$ cat config.mk
export PLATFORM = sky130hd
export DESIGN_NAME = sprite_anim_seq
export DESIGN_NICKNAME = d
export VERILOG_FILES = /design/src/rtl/sprite_anim_seq.sv
export SDC_FILE = /design/constraint.sdc
export NUM_CORES = 1
export LEC_CHECK = 0
export ABC_AREA = 1
export CAP_MARGIN = 5
export CORE_UTILIZATION = 53
export DETAILED_ROUTE_END_ITERATION = 10
export PLACE_DENSITY = 0.84
export SYNTH_ARGS = -nofsm -noshare
export SYNTH_HDL_FRONTEND = slang
export SYNTH_SLANG_ARGS = --single-unit
$ cat constraint.sdc
create_clock -name clk -period 2.3 [get_ports clk]
set_clock_uncertainty 0.2 [all_clocks]
set_input_delay 0.46 -clock clk [delete_from_list [all_inputs] [get_ports clk]]
set_output_delay 0.46 -clock clk [all_outputs]
set_load 0.01 [all_outputs]
$ cat src/rtl/sprite_anim_seq.sv
// Sprite animation sequencer: tracks facing direction and animation step, advancing
// the step every HOLD frame ticks in loop or ping-pong order, and forms the sprite ROM index.
module sprite_anim_seq #(
  parameter  int unsigned DIRS    = 4,
  parameter  int unsigned FRAMES  = 4,
  parameter  int unsigned HOLD    = 8,
  parameter  int unsigned DIR_ROT = 1,
  localparam int unsigned DIR_W   = (DIRS > 1) ? $clog2(DIRS) : 1,
  localparam int unsigned STEP_W  = (FRAMES > 1) ? $clog2(FRAMES) : 1,
  localparam int unsigned IDX_W   = ((DIRS * FRAMES) > 1) ? $clog2(DIRS * FRAMES) : 1,
  localparam int unsigned HOLD_W  = (HOLD > 1) ? $clog2(HOLD) : 1
) (
  input  logic              clk,
  input  logic              rst_n,
  input  logic              frame_tick,
  input  logic [DIR_W-1:0]  dir,
  input  logic              moving,
  input  logic              mode,
  output logic [IDX_W-1:0]  sprite_idx,
  output logic [STEP_W-1:0] step,
  output logic              step_strobe
);

  localparam int unsigned STEP_LAST = FRAMES - 1;
  localparam int unsigned STEP_PEN  = (FRAMES > 1) ? FRAMES - 2 : 0;
  localparam int unsigned HOLD_LAST = HOLD - 1;
  localparam int unsigned RST_IDX   = ((DIRS - DIR_ROT) % DIRS) * FRAMES;

  logic [DIR_W-1:0]  r_dir;
  logic [STEP_W-1:0] r_step;
  logic [HOLD_W-1:0] r_hold;
  logic              r_up;
  logic [IDX_W-1:0]  r_idx_d;
  logic              r_strobe;

  logic [DIR_W-1:0]  w_dir_n;
  logic [STEP_W-1:0] w_step_n;
  logic [HOLD_W-1:0] w_hold_n;
  logic              w_up_n;
  logic [STEP_W-1:0] w_adv_step;
  logic              w_adv_up;
  logic              w_dir_ok;
  logic [IDX_W-1:0]  w_idx;

  // ROM layout is rotated by DIR_ROT directions relative to the dir encoding
  function automatic logic [IDX_W-1:0] f_idx(input logic [DIR_W-1:0] d,
                                             input logic [STEP_W-1:0] s);
    int unsigned rot;
    rot = (32'(d) + DIRS - DIR_ROT) % DIRS;
    return IDX_W'(rot * FRAMES + 32'(s));
  endfunction

  // Out-of-range directions only exist when DIRS is not a power of two
  if ((1 << DIR_W) == DIRS) begin : g_dir_full
    assign w_dir_ok = 1'b1;
  end else begin : g_dir_partial
    assign w_dir_ok = (32'(dir) < DIRS);
  end

  assign w_idx = f_idx(r_dir, r_step);

  // Step the animation would take on a hold expiry
  always_comb begin
    w_adv_step = r_step;
    w_adv_up   = r_up;
    if (!mode) begin
      w_adv_step = (32'(r_step) == STEP_LAST) ? '0 : r_step + 1'b1;
    end else if (FRAMES > 1) begin
      if (r_up) begin
        if (32'(r_step) == STEP_LAST) begin
          w_adv_up   = 1'b0;
          w_adv_step = STEP_W'(STEP_PEN);
        end else begin
          w_adv_step = r_step + 1'b1;
        end
      end else begin
        if (r_step == '0) begin
          w_adv_up   = 1'b1;
          w_adv_step = STEP_W'(1);
        end else begin
          w_adv_step = r_step - 1'b1;
        end
      end
    end
  end

  // Next state: idle beats direction change beats hold counting
  always_comb begin
    w_dir_n  = r_dir;
    w_step_n = r_step;
    w_hold_n = r_hold;
    w_up_n   = r_up;
    if (!moving) begin
      w_step_n = '0;
      w_hold_n = '0;
      w_up_n   = 1'b1;
      if (frame_tick && w_dir_ok) begin
        w_dir_n = dir;
      end
    end else if (frame_tick) begin
      if (w_dir_ok && (dir != r_dir)) begin
        w_dir_n  = dir;
        w_step_n = '0;
        w_hold_n = '0;
        w_up_n   = 1'b1;
      end else if (32'(r_hold) != HOLD_LAST) begin
        w_hold_n = r_hold + 1'b1;
      end else begin
        w_hold_n = '0;
        w_step_n = w_adv_step;
        w_up_n   = w_adv_up;
      end
    end
  end

  // Strobe compares the index against its one-edge-old copy, so it trails sprite_idx by a cycle
  always_ff @(posedge clk or negedge rst_n) begin
    if (!rst_n) begin
      r_dir    <= '0;
      r_step   <= '0;
      r_hold   <= '0;
      r_up     <= 1'b1;
      r_idx_d  <= IDX_W'(RST_IDX);
      r_strobe <= 1'b0;
    end else begin
      r_dir    <= w_dir_n;
      r_step   <= w_step_n;
      r_hold   <= w_hold_n;
      r_up     <= w_up_n;
      r_idx_d  <= w_idx;
      r_strobe <= (w_idx != r_idx_d);
    end
  end

  assign sprite_idx  = w_idx;
  assign step        = r_step;
  assign step_strobe = r_strobe;

endmodule

==> run summary <==
Post-synth EDFFs -> 0
Area share of fa/ha/maj cells after synthesis -> 0.0686
Hold Fails Final Rpt -> 0
Area growth from synthesis to final layout -> 23.0%
Worst EP arrival -> 1.56 ns
Via count -> 593
Sw Pwr -> 0.000163 W
Slew Limit Fails -> 0
Cell taking the most area after synthesis -> dfrtp_1
TritonCTS Buffers -> 3
RSZ-0062 raised after global routing -> no
Multi-input logic area -> 344 um^2
Vias/cell -> 4.98
NumNets Final -> 116
Worst-margin pin slew -> 0.536 ns
Final critical-path share of the clock period -> 0.965
Clk root buf -> clkbuf_4
Seq. cell area -> 329 um^2
# setup viols final -> 0
Die Width -> 39.1 um
Cell row count -> 13
First-pass GRT wire length -> 2020 um
Residual DRC -> 0
Synth area leaders -> dfrtp_1, nand2_1, dfstp_2
Fin crit period -> 2.22 ns
Type of destination of the critical path -> primary output
Antenna fix cells -> 0
Post-Synth Simple-Gate Area -> 0.238
Number of gates resized after CTS -> 1
Pwr dens -> 631 mW/mm^2
Syn nets -> 100
Sequential share of power -> 0.496
Synth cell count leaders -> nand2_1, inv_1, dfrtp_1
Antenna violations before repair -> 0
Pre-antenna DRT Iters -> 2
Sw Share -> 0.289
Die H -> 39.1 um
CP max FO -> 5
Hold slack final -> 0.280 ns
Clk slew on worst S/H paths -> 0.07 ns
Number of distinct library cells after synthesis -> 18
Relative slew slack -> 0.642
Maximum capacitance violations -> 0
I/O pins -> 14
Setup crit start kind -> flip-flop
Static leakage -> 0.447 nW
Worst hold path class -> flip-flop to flip-flop
Peak VDD IR -> 0.457 mV
Xor/xnor share of the synthesized area -> 0.0720
WS Path Type -> flip-flop to primary output
Initial core utilization -> 0.568
Post-Syn Area per Cell -> 8.20 um^2
Top-count cell post-synth -> nand2_1
DRT antenna net count -> 0
Combinational share of power -> 0.265
Global route overflow -> 0
WP data required -> 1.64 ns
Status -> completed
Largest family of logic cells by synthesized area -> simple AND/OR/NAND/NOR gates
Sequential area share after synthesis -> 0.451
CP max stage delay -> 0.57 ns
Core area -> 0.00128 mm^2
Routed wire length -> 1270 um
Clock power frac -> 0.239
Clock Sinks -> 13
Post-Route Setup TNS -> 0 ns
Postcts setup bufs -> 0
Synth top area share -> 0.343
Critical path's slowest cell -> clkdlybuf4s50_1
Worst path cell trace -> xnor2_2 -> clkdlybuf4s50_1
Share of layout cells above drive strength 1 -> 0.0962
Number of hold buffers added after CTS -> 0
Die area -> 0.00153 mm^2
Largest net degree at the start of global routing -> 14
Fin util -> 0.698
Final HPWL from detailed placement -> 950 um
Fillers -> 96
Upper clock frequency limit -> 0.451 GHz
Clk_lat worst skew -> 0.27 ns
Bufs and invs on worst path -> 1
Syn Inst Count -> 89
Mapped cell area -> 729 um^2
Yosys reg bits -> 13
Longest Clk Path Bufs -> 2
Ys Warns -> 0
CTS tree -> yes
DR WL/cell -> 10.6 um
Port Buffers -> 13
Prevailing post-synth register cell -> dfrtp_1
Starting DRT DRC Count -> 10
P_int -> 0.000403 W
Mux cell area share after synthesis -> 0.0137
Vias in the first global route -> 533
CTS H-tree lvls -> 1
Synth Area in Compound Gates -> 0.0686
Crit path max-delay family -> buffers and inverters
Routability cong. -> 0.828
All-Layer GR Usage -> 0.210
Post-synth ARST share -> 1.00
## registers in the layout, indices dropped and copies added (netlist names)
register and count:
r_idx_d 4, r_hold 3, r_dir 2, step 2
r_up 1, step_strobe 1
## logic make-up (layout without fill, tap and decap cells)
family | Yosys count | in the layout
AND/OR/NAND/NOR | 40 | 40
multiplexers | 1 | 1
AO/OA/AOI/OAI | 10 | 10
XOR/XNOR | 6 | 6
flip-flops | 13 | 13
buffers and inverters | 15 | 30
adder cells (fa/ha/maj) | 4 | 4
## path summary, 6_finish.rpt
check	start	endpoint	slack [ns]	cells past startpoint
setup / recovery	r_dir[0]$_DFFE_PN0P_	sprite_idx[3]	0.08	2
hold / removal	r_up$_DFFE_PN1P_	r_up$_DFFE_PN1P_	0.28	2
setup reg to reg	r_hold[0]$_DFFE_PN0P_	step[1]$_DFFE_PN0P_	0.73	7
hold reg to reg	r_up$_DFFE_PN1P_	r_up$_DFFE_PN1P_	0.28	2
max in group asynchronous	rst_n	r_idx_d[3]$_DFF_PN1_	1.20	1
min in group asynchronous	rst_n	step_strobe$_DFF_PN0_	0.34	1
## worst min-delay path: stages (launching register included)
cell	delay, ns
dfstp_2	0.38
nand2_1	0.06
nand2_1	0.04
## cells in the final DEF (no fill, tap or decap), drive strengths merged
cell type,Yosys,layout
nand3,7,7
o21ai,9,9
clkdlybuf4s50,0,13
mux2i,1,1
a21oi,1,1
clkbuf,0,4
dfstp,3,3
dfrtp,10,10
inv,13,13
ha,4,4
nand2,22,22
xnor2,5,5
nand4,1,1
nor2,10,10
xor2,1,1
## through the flow
stage	worst slack, ns	power, W	std cells	area [um^2]
floorplan	0.843	0.000371	89	729
global placement	0.311	0.000427	115	863
detailed placement	0.272	0.000432	115	863
CTS	0.0617	0.000572	119	897
global route	0.00202	0.000605	119	897
finish	0.0805	0.000566	119	897
## area by class of cell
type	instances	share of cell area
Sequential cell	13	0.367
Multi-Input combinational cell	61	0.384
Tap cell	15	0.0209
Timing Repair Buffer	13	0.145
Inverter	13	0.0544
Clock buffer	4	0.0293
## power by group through the flow
stage	sequential (W)	combinational (W)	clock, W
after floorplan	0.000284	0.0000862	0
after global placement	0.000283	0.000144	0
after detailed placement	0.000284	0.000148	0
after CTS	0.000281	0.000151	0.000140
after global routing	0.000285	0.000172	0.000149
final	0.000280	0.000150	0.000135
## per-layer routing
| metal | share of wire | track usage | vias to the layer above |
|---|---|---|---|
| met2 | 0.50 | 0.350 | 12 |
| met3 | 0.047 | 0.121 | 2 |
| met1 | 0.45 | 0.221 | 269 |
| li1 | - | - | 310 |
| met4 | 0.0063 | 0.0603 | 0 |
| met5 | 0 | 0 | - |
No activity file was read; power rests on OpenSTA's default activity.
